### src/rtl/vga_pkg.sv
// Shared VGA/text-layer definitions.
//   screen_t    : screen sequencer state (start screen, gameplay, end screen).
//   Spc         : font ROM code of the blank (space) character, used for blanking.
//   REVEAL_DONE : reveal counter value meaning "every cell of the 16x16 grid shown".
package vga_pkg;

    typedef enum logic [1:0] {
        SCR_START,
        SCR_PLAY,
        SCR_END
    } screen_t;

    localparam logic [6:0] Spc         = 7'h20;
    localparam logic [8:0] REVEAL_DONE = 9'd256;

    // True for the screens that show a full-screen text layer.
    function automatic logic is_text_screen(input screen_t s);
        return (s == SCR_START) || (s == SCR_END);
    endfunction

endpackage

### src/rtl/text_screen_ctrl_frame_divider.sv
// frame_divider: divides a stream of single-cycle ticks by N.
//   clk      : clock
//   rst      : synchronous active-high reset
//   clr      : synchronous clear of the divider count (takes priority over tick_in)
//   tick_in  : input tick (one cycle wide)
//   tick_out : combinational pulse coincident with every Nth tick_in after clr/rst
module frame_divider #(
    parameter int N = 2
) (
    input  logic clk,
    input  logic rst,
    input  logic clr,
    input  logic tick_in,
    output logic tick_out
);

    localparam int            W    = (N > 1) ? $clog2(N) : 1;
    localparam logic [W-1:0]  LAST = W'(N - 1);

    logic [W-1:0] cnt_reg;

    // A tick arriving together with clr is swallowed, so the caller never sees
    // a stale pulse on the edge where it restarts the division.
    assign tick_out = tick_in && !clr && (cnt_reg == LAST);

    always_ff @(posedge clk) begin
        if (rst || clr) begin
            cnt_reg <= '0;
        end else if (tick_in) begin
            cnt_reg <= (cnt_reg == LAST) ? '0 : cnt_reg + 1'b1;
        end
    end

endmodule

### src/rtl/text_screen_ctrl.sv
// text_screen_ctrl: sequences the START -> PLAY -> END -> START screens and
// produces the character code for the full-screen 16x16 text layers, with a
// per-frame typewriter reveal and a blinking prompt row (row 0xF).
//   clk         : pixel clock
//   rst         : synchronous active-high reset
//   vblnk       : vertical blank level; rising edge = frame tick
//   start_btn   : debounced start button level (edge-detected here)
//   game_over   : single-cycle pulse from game logic
//   char_xy     : {row, col} cell address from draw_char
//   code_start  : start-screen ROM code for char_xy
//   code_end    : end-screen ROM code for char_xy
//   char_code   : registered code to the font ROM (1-cycle latency from char_xy)
//   text_en     : registered text layer enable
//   game_active : registered, high while in PLAY
//   screen      : current screen state
module text_screen_ctrl
    import vga_pkg::*;
#(
    parameter int REVEAL_FRAMES = 2,
    parameter int BLINK_FRAMES  = 30
) (
    input  logic       clk,
    input  logic       rst,
    input  logic       vblnk,
    input  logic       start_btn,
    input  logic       game_over,
    input  logic [7:0] char_xy,
    input  logic [6:0] code_start,
    input  logic [6:0] code_end,
    output logic [6:0] char_code,
    output logic       text_en,
    output logic       game_active,
    output screen_t    screen
);

    logic       vblnk_prev_reg;
    logic       start_prev_reg;
    logic       start_armed_reg;
    screen_t    screen_reg;
    logic [8:0] reveal_cnt_reg;
    logic       blink_reg;
    logic [6:0] char_code_reg;
    logic       text_en_reg;
    logic       game_active_reg;

    screen_t    screen_next;
    logic [8:0] reveal_cnt_next;
    logic       blink_next;
    logic [6:0] char_code_next;
    logic       skip;
    logic       enter_text;

    logic       frame_tick;
    logic       start_press;
    logic       revealed;
    logic       text_tick;
    logic       reveal_tick;
    logic       blink_tick;

    assign frame_tick  = vblnk && !vblnk_prev_reg;
    // The armed flag stays low after reset until the button is seen released,
    // so a button held through reset cannot produce a press.
    assign start_press = start_btn && !start_prev_reg && start_armed_reg;
    assign revealed    = (reveal_cnt_reg == REVEAL_DONE);
    // Reveal and blink only advance on the text screens.
    assign text_tick   = frame_tick && is_text_screen(screen_reg);

    frame_divider #(.N(REVEAL_FRAMES)) u_reveal_div (
        .clk      (clk),
        .rst      (rst),
        .clr      (enter_text),
        .tick_in  (text_tick),
        .tick_out (reveal_tick)
    );

    frame_divider #(.N(BLINK_FRAMES)) u_blink_div (
        .clk      (clk),
        .rst      (rst),
        .clr      (enter_text),
        .tick_in  (text_tick),
        .tick_out (blink_tick)
    );

    always_comb begin
        screen_next = screen_reg;
        skip        = 1'b0;
        unique case (screen_reg)
            SCR_START: begin
                if (start_press) begin
                    if (revealed) screen_next = SCR_PLAY;
                    else          skip        = 1'b1;
                end
            end
            SCR_PLAY: begin
                if (game_over) screen_next = SCR_END;
            end
            SCR_END: begin
                if (start_press) begin
                    if (revealed) screen_next = SCR_START;
                    else          skip        = 1'b1;
                end
            end
            default: screen_next = SCR_START;
        endcase

        enter_text = (screen_next != screen_reg) && is_text_screen(screen_next);

        // Entering a text screen restarts everything (a same-cycle frame tick
        // is lost); a skip beats a same-cycle reveal step.
        reveal_cnt_next = reveal_cnt_reg;
        if (enter_text) begin
            reveal_cnt_next = '0;
        end else if (skip) begin
            reveal_cnt_next = REVEAL_DONE;
        end else if (reveal_tick && !revealed) begin
            reveal_cnt_next = reveal_cnt_reg + 9'd1;
        end

        blink_next = blink_reg;
        if (enter_text) begin
            blink_next = 1'b1;
        end else if (blink_tick) begin
            blink_next = !blink_reg;
        end

        // Code is chosen from the post-edge state so the first code of a new
        // screen lands on the same edge as the state change.
        if (screen_next == SCR_PLAY) begin
            char_code_next = Spc;
        end else if ({1'b0, char_xy} >= reveal_cnt_next) begin
            char_code_next = Spc;
        end else if ((char_xy[7:4] == 4'hF) && !blink_next) begin
            char_code_next = Spc;
        end else if (screen_next == SCR_END) begin
            char_code_next = code_end;
        end else begin
            char_code_next = code_start;
        end
    end

    always_ff @(posedge clk) begin
        if (rst) begin
            vblnk_prev_reg  <= 1'b0;
            start_prev_reg  <= 1'b0;
            start_armed_reg <= 1'b0;
            screen_reg      <= SCR_START;
            reveal_cnt_reg  <= '0;
            blink_reg       <= 1'b1;
            char_code_reg   <= Spc;
            text_en_reg     <= 1'b0;
            game_active_reg <= 1'b0;
        end else begin
            vblnk_prev_reg  <= vblnk;
            start_prev_reg  <= start_btn;
            if (!start_btn) start_armed_reg <= 1'b1;
            screen_reg      <= screen_next;
            reveal_cnt_reg  <= reveal_cnt_next;
            blink_reg       <= blink_next;
            char_code_reg   <= char_code_next;
            text_en_reg     <= is_text_screen(screen_next);
            game_active_reg <= (screen_next == SCR_PLAY);
        end
    end

    assign char_code   = char_code_reg;
    assign text_en     = text_en_reg;
    assign game_active = game_active_reg;
    assign screen      = screen_reg;

endmodule
### config.mk
export PLATFORM = sky130hd
export DESIGN_NAME = text_screen_ctrl
export DESIGN_NICKNAME = d
export VERILOG_FILES = /design/src/rtl/vga_pkg.sv /design/src/rtl/text_screen_ctrl_frame_divider.sv /design/src/rtl/text_screen_ctrl.sv
export SDC_FILE = /design/constraint.sdc
export NUM_CORES = 1
export LEC_CHECK = 0
export CORE_MARGIN = 1.5
export CORE_UTILIZATION = 40
export DETAILED_ROUTE_END_ITERATION = 8
export HOLD_SLACK_MARGIN = 0.05
export PLACE_DENSITY = 0.72
export SLEW_MARGIN = 30
export SYNTH_ARGS = -nofsm -noshare
export SYNTH_HDL_FRONTEND = slang
export SYNTH_HIERARCHICAL = 1
export SYNTH_SLANG_ARGS = --single-unit
export TNS_END_PERCENT = 20
### constraint.sdc
create_clock -name clk -period 4.75 [get_ports clk]
set_clock_uncertainty 0.05 [all_clocks]
set_input_delay 0.95 -clock clk [delete_from_list [all_inputs] [get_ports clk]]
set_output_delay 0.95 -clock clk [all_outputs]
set_load 0.005 [all_outputs]
==> metrics.yaml, run 1 <==
globalRouteMet3Util_pct: 4.77
syn_to_final_growth_pct: 32.8
ff2ff_setup_slack_ns: 0.85
share_of_synthesized_area_occupied_by_flip_flops_and_latches_pct: 37.4
worst_setup_path_start_kind: "primary input"
avgViaCountPerCell: 5.21
fin_nets: 245
finalHoldViolations: 0
gr_layer_usage_met2_pct: 30.6
die_h_um: 66.4
final_antenna_diode_count: 0
netlist_instances: 165
power_switching_share_pct: 23.1
min_path_cells: 2
hpwl_um: 2700
synthFlopType: "dfxtp_1"
grt_pass1_vias: 1374
min_from: "start_armed_reg"
critPathCaptureType: "register"
clkTransAtPathRegs_ns: 0.07
worst_skew_pair.late_latency_ns: 0.29
hp-class: "register to register"
drv_slew: 0
synth_top_area_share_pct: 37.4
numPortBuffers: 37
place_congestion: 0.786
p_int_w: 0.000463
count_of_flip_flops_with_a_built_in_enable_after_synthesis: 0
ff2ff_path_depth: 16
synth_nets: 204
ys_warn_count: 6
cts_buffers: 5
synth_top_cells_by_area: "dfxtp_1, ha_1, mux2i_1, xnor2_1, nor2_1"
worstReg2RegStart: "reveal_cnt_reg[0]"
post-place-ws_ns: 0.188
critical_path.reg2reg.endpoint: "char_code[5]"
status: "completed"
power_frac_comb_pct: 13.7
powerDensity_nw_per_um2: 283
timing.slew.headroom_pct: 48.0
largest_register_ffs: 9
critical_path_peak_fanout: 8
sequentialPowerShare_pct: 44.4
startpoint: "start_btn"
drt_pass1_iterations: 4
power.ir.vdd_worst_mv: 0.139
ios: 38
max_slew.worst_pin.slew_ns: 0.778
number_of_antenna_violations_at_the_first_check_in_global_routing: 0
die_width_um: 66.4
critical_path_arrival_ns: 4.45
finalSetupTns_ns: 0
timing.fmax_mhz: 231
cts_tree: "built"
syn_area_per_cell_um2: 9.74
grt_use_total_pct: 17.8
grt_pass1_wl_um: 5810
synth.cell_area_um2: 1610
initial_utilization_pct: 42.6
route.antenna.remaining_nets: 0
power.clock.fraction_pct: 42.0
max_cap_violations: 0
die_area_um2: 4410
synth.ff_latch_count: 30
post-route-drc-count: 0
globalRouteMet1Util_pct: 19.0
floorplan.rows: 22
async_reset_ff_share_pct: 0
detailroute.via_count: 1329
grt_max_degree: 20
clk_root_buffer_cell: "clkbuf_8"
cts-resized-gates: 0
cts_hold_buf: 0
rsz0062_at_grt: "no"
report.final.setup_viol: 0
power.static_leakage_nw: 0.857
drt_first_iter_violations: 34
global_route.overflow_total: 0
fin_crit_ns: 4.33
cts_num_sinks: 30
hold_end: "start_armed_reg"
area_inside_the_core_boundary_um2: 3770
crit_required_ns: 4.87
synth.distinct_cells: 46
path_class: "primary input to register"
worst_case_setup_margin_in_the_final_layout_ns: 0.422
wirelength_um: 3510
timing.final.crit_share_pct: 91.1
routed_len_inst_um: 13.8
h-tree-depth: 2
power_switching_w: 0.000139
grt_busiest_layer: "met2"
layout-drive-gt1-share_pct: 11.6
synthDominantAreaCellType: "dfxtp_1"
fin_worst_hold_slack_ns: 0.410
clk_path_buf_depth: 2
cts.repair_timing.setup_buffer_count: 0
[cell usage after synthesis, types with 2 or more instances]
cell,instances
a211oi_1,3
a21o_1,3
a21oi_1,2
a21oi_4,2
a31o_2,2
and3_1,4
buf_4,2
clkbuf_1,2
dfxtp_1,30
ha_1,12
inv_1,7
mux2i_1,7
nand2_1,11
nand3_1,3
nand4_1,6
nor2_1,16
nor2b_1,3
nor3_1,9
nor3b_1,3
nor4b_4,2
xnor2_1,7
xor2_1,5
[stage by stage]
| step | total power (W) | instance area (um2) | std cells | utilization (%) |
|---|---|---|---|---|
| floorplan | 0.000313 | 1610 | 165 | - |
| global placement | 0.000351 | 2020 | 247 | 53.7 |
| detailed placement | 0.000355 | 2020 | 247 | 53.7 |
| CTS | 0.000606 | 2130 | 255 | 56.6 |
| global route | 0.000630 | 2130 | 255 | 56.6 |
| finish | 0.000603 | 2130 | 255 | 56.6 |
[layout make-up]
| cell class | count | area [um2] |
|---|---|---|
| timing repair buffer | 39 | 385 |
| fill | 321 | 1640 |
| multi-input combinational | 123 | 952 |
| clock inverter | 3 | 40.0 |
| tap | 48 | 60.1 |
| sequential | 30 | 601 |
| inverter | 7 | 26.3 |
| clock buffer | 5 | 68.8 |
[power groups by stage]
| stage | sequential (W) | clock, W | combinational [W] |
|---|---|---|---|
| 2_1_floorplan | 0.000272 | 0 | 0.0000407 |
| 3_3_place_gp | 0.000272 | 0 | 0.0000789 |
| 3_5_place_dp | 0.000273 | 0 | 0.0000818 |
| 4_1_cts | 0.000267 | 0.000256 | 0.0000826 |
| 5_1_grt | 0.000268 | 0.000271 | 0.0000908 |
| 6_report | 0.000268 | 0.000253 | 0.0000823 |
[metal layers]
layer	vias to the layer above	share of wire (%)
met5	-	0
met3	10	6.5
met4	0	2.6
met1	607	44
met2	45	47
li1	667	-
[cells by family after synthesis]
| kind of cell | Yosys count | share of synthesized area [%] |
|---|---|---|
| multiplexers | 8 | 5.06 |
| adder cells (fa/ha/maj) | 12 | 9.35 |
| buffers and inverters | 12 | 3.35 |
| XOR/XNOR | 12 | 6.54 |
| AND/OR/NAND/NOR | 67 | 24.7 |
| AO/OA/AOI/OAI | 24 | 13.6 |
| flip-flops | 30 | 37.4 |
[worst max-delay path, stage by stage]
cell and delay [ns]:
clkdlybuf4s50_1 0.44, and3b_2 0.25, a31oi_4 0.26, nor2_4 0.11, nor2_1 0.18, and4_2 0.30
nand3_1 0.10, xnor2_1 0.15, nand2_1 0.09, ha_1 0.32, a21o_1 0.18, a221oi_1 0.39
o21ai_0 0.15, o21a_1 0.21, or3_1 0.36
[worst max-delay path by stage]
| stage | endpoint | slack (ns) | cells after the start |
|---|---|---|---|
| floorplan | char_code[5] | 0.91 | 14 |
| global placement | char_code[5] | 0.24 | 15 |
| detailed placement | char_code[5] | 0.19 | 15 |
| CTS | char_code[5] | 0.47 | 15 |
| global route | char_code[5] | 0.22 | 15 |
| finish | char_code[5] | 0.42 | 15 |
[cells in the final DEF, fill, tap and decap left out, drive strengths merged, types with 2 or more instances in the layout]
master | netlist | final
nand2 | 11 | 11
or3 | 2 | 2
a211oi | 3 | 3
nor4b | 2 | 2
nor2 | 17 | 17
and3 | 4 | 4
nand4 | 6 | 6
mux2i | 7 | 7
clkbuf | 2 | 5
dfxtp | 30 | 30
a21oi | 4 | 4
nor3 | 10 | 10
a21o | 3 | 3
inv | 7 | 7
nor2b | 3 | 3
nand3 | 3 | 3
clkinv | 0 | 2
xor2 | 5 | 5
clkdlybuf4s50 | 0 | 37
a31oi | 2 | 2
a31o | 2 | 2
nor3b | 3 | 3
buf | 3 | 2
ha | 12 | 12
xnor2 | 7 | 7
o21ai | 2 | 2
Power figures use the tool's default switching activity.
==> inputs of run 2 (changes only) <==
- clock period: 4.75 -> 5.3 ns (I/O delays scaled with it)
==> metrics.yaml, run 2 (same netlist as run 1, synthesis figures left out) <==
rsz0062_at_grt: "no"
numPortBuffers: 37  # unchanged
grt_use_total_pct: 16.3  # -1.5 points
finalHoldViolations: 0  # unchanged
route.antenna.remaining_nets: 0  # unchanged
power.ir.vdd_worst_mv: 0.123  # -11%
fin_crit_ns: 4.54
power.static_leakage_nw: 0.851  # -0.63%
number_of_antenna_violations_at_the_first_check_in_global_routing: 0  # unchanged
max_cap_violations: 0  # unchanged
worst_case_setup_margin_in_the_final_layout_ns: 0.763  # +0.341 ns
worst_skew_pair.late_latency_ns: 0.28  # about the same
grt_max_degree: 20  # unchanged
routed_len_inst_um: 12.8  # -7.4%
placedCellCount: 246  # -0.40%
report.final.setup_viol: 0  # unchanged
path_class: "primary input to register"
layout-drive-gt1-share_pct: 11.2  # -0.43 points
h-tree-depth: 2  # unchanged
place_congestion: 0.746  # -5.1%
cts.repair_timing.setup_buffer_count: 0  # unchanged
layout.cells.most_common: "clkdlybuf4s50_1"
timing.slew.headroom_pct: 49.5  # +1.5 points
finalSetupTns_ns: 0  # unchanged
worst_path_max_delay_cell: "clkdlybuf4s50_1"
die_area_um2: 4410  # unchanged
cts_hold_buf: 0  # unchanged
clkTransAtPathRegs_ns: 0.06  # about the same
clk_path_buf_depth: 2  # unchanged
floorplan.rows: 22  # unchanged
wirelength_um: 3240  # -7.7%
initial_utilization_pct: 42.6  # unchanged
detailroute.via_count: 1291  # -2.9%
status: "completed"
timing.fmax_mhz: 220
critical_path_arrival_ns: 4.65  # +0.20 ns
timing.critical_path.cells: "clkdlybuf4s50_1 > and3b_2 > a31oi_4 > nor2_4 > nor2_1 > and4_2 > nand3_1 > xnor2_1 > nand2_1 > ha_1 > a21o_1 > a221oi_1 > o21ai_0 > o21a_1 > or3_1"
cts_tree: "built"
hpwl_um: 2510  # -6.9%
final_antenna_diode_count: 0  # unchanged
ff2ff_path_depth: 16  # unchanged
clk_root_buffer_cell: "clkbuf_8"
fin_worst_hold_slack_ns: 0.419  # +0.00891 ns
global_route.overflow_total: 0  # unchanged
avgViaCountPerCell: 5.08  # -2.5%
drv_slew: 0  # unchanged
grt_pass1_wl_um: 5380  # -7.4%
layout.cells.non_filler: 254  # -0.39%
worst_setup_path_start_kind: "primary input"
critical_path_peak_fanout: 8  # unchanged
post-route-drc-count: 0  # unchanged
cts-resized-gates: 0  # unchanged
drt_first_iter_violations: 43  # +26%
hp-class: "register to register"
post-place-ws_ns: 0.514  # +0.327 ns
finalCoreUtilization_pct: 56.4  # -0.20 points
ios: 38  # unchanged
cts_buffers: 5  # unchanged
timing.final.crit_share_pct: 85.6
drt_pass1_iterations: 4  # unchanged
die_h_um: 66.4  # unchanged
number_of_cells_on_the_critical_path: 15  # unchanged
max_slew.worst_pin.slew_ns: 0.756  # -0.0222 ns
critPathCaptureType: "register"
final_cell_mix: "clkdlybuf4s50_1, dfxtp_1, nor2_1"
cp_slowest_stage_delay_ns: 0.46  # +0.02 ns
min_path_cells: 2  # unchanged
family_with_the_most_delay_on_the_worst_path: "simple AND/OR/NAND/NOR gates"
syn_to_final_growth_pct: 32.3
critical_path_buffer_and_inverter_count: 1  # unchanged
cts_num_sinks: 30  # unchanged
powerDensity_nw_per_um2: 251  # -11%
area_inside_the_core_boundary_um2: 3770  # unchanged
crit_required_ns: 5.42  # +0.55 ns
largest_register_ffs: 9  # unchanged
die_width_um: 66.4  # unchanged
fin_nets: 244  # -0.41%
grt_pass1_vias: 1299  # -5.5%
run 2: worst paths after layout:
check                                       start         endpoint  slack (ns)
worst max-delay path                    start_btn     char_code[5]        0.76
worst min-delay path              start_armed_reg  start_armed_reg        0.42
worst max register to register  reveal_cnt_reg[0]     char_code[5]        1.48
worst min register to register    start_armed_reg  start_armed_reg        0.42
run 2: cell type report:
type	instances	area, um2
Fill cell	331	1650
Multi-Input combinational cell	123	952
Sequential cell	30	601
Timing Repair Buffer	38	378
Clock buffer	5	68.8
Tap cell	48	60.1
Clock inverter	3	40.0
Inverter	7	26.3
run 2: worst min-delay path: stages, from the launching register on:
cell     delay [ns]
dfxtp_1        0.32
inv_1          0.05
a21oi_1        0.05
run 2: per-layer routing:
metal / global-route usage, % / vias up / wire length (um)
met5: 0 / - / 0
met1: 16.5 / 571 / 1420
met3: 5.96 / 6 / 212
met4: 9.44 / 0 / 47
li1: - / 667 / -
met2: 28.4 / 47 / 1560
run 2: power by group:
part / leakage (nW) / switching (W) / internal, W
sequential: 0.245 / 0.00000549 / 0.000234
combinational: 0.548 / 0.0000301 / 0.0000425
clock: 0.0579 / 0.0000834 / 0.000138
run 2: through the flow:
step                      total power [W]  instance area (um2)
after detailed placement         0.000317                 2020
after floorplan                  0.000280                 1610
final                            0.000534                 2130
after CTS                        0.000541                 2130
after global routing             0.000561                 2130
after global placement           0.000314                 2020
==> inputs of run 3 (changes only) <==
- SKIP_LAST_GASP: default -> 1
==> results of run 3 <==
The final DEF is identical to that of run 2; final timing and power are the same.
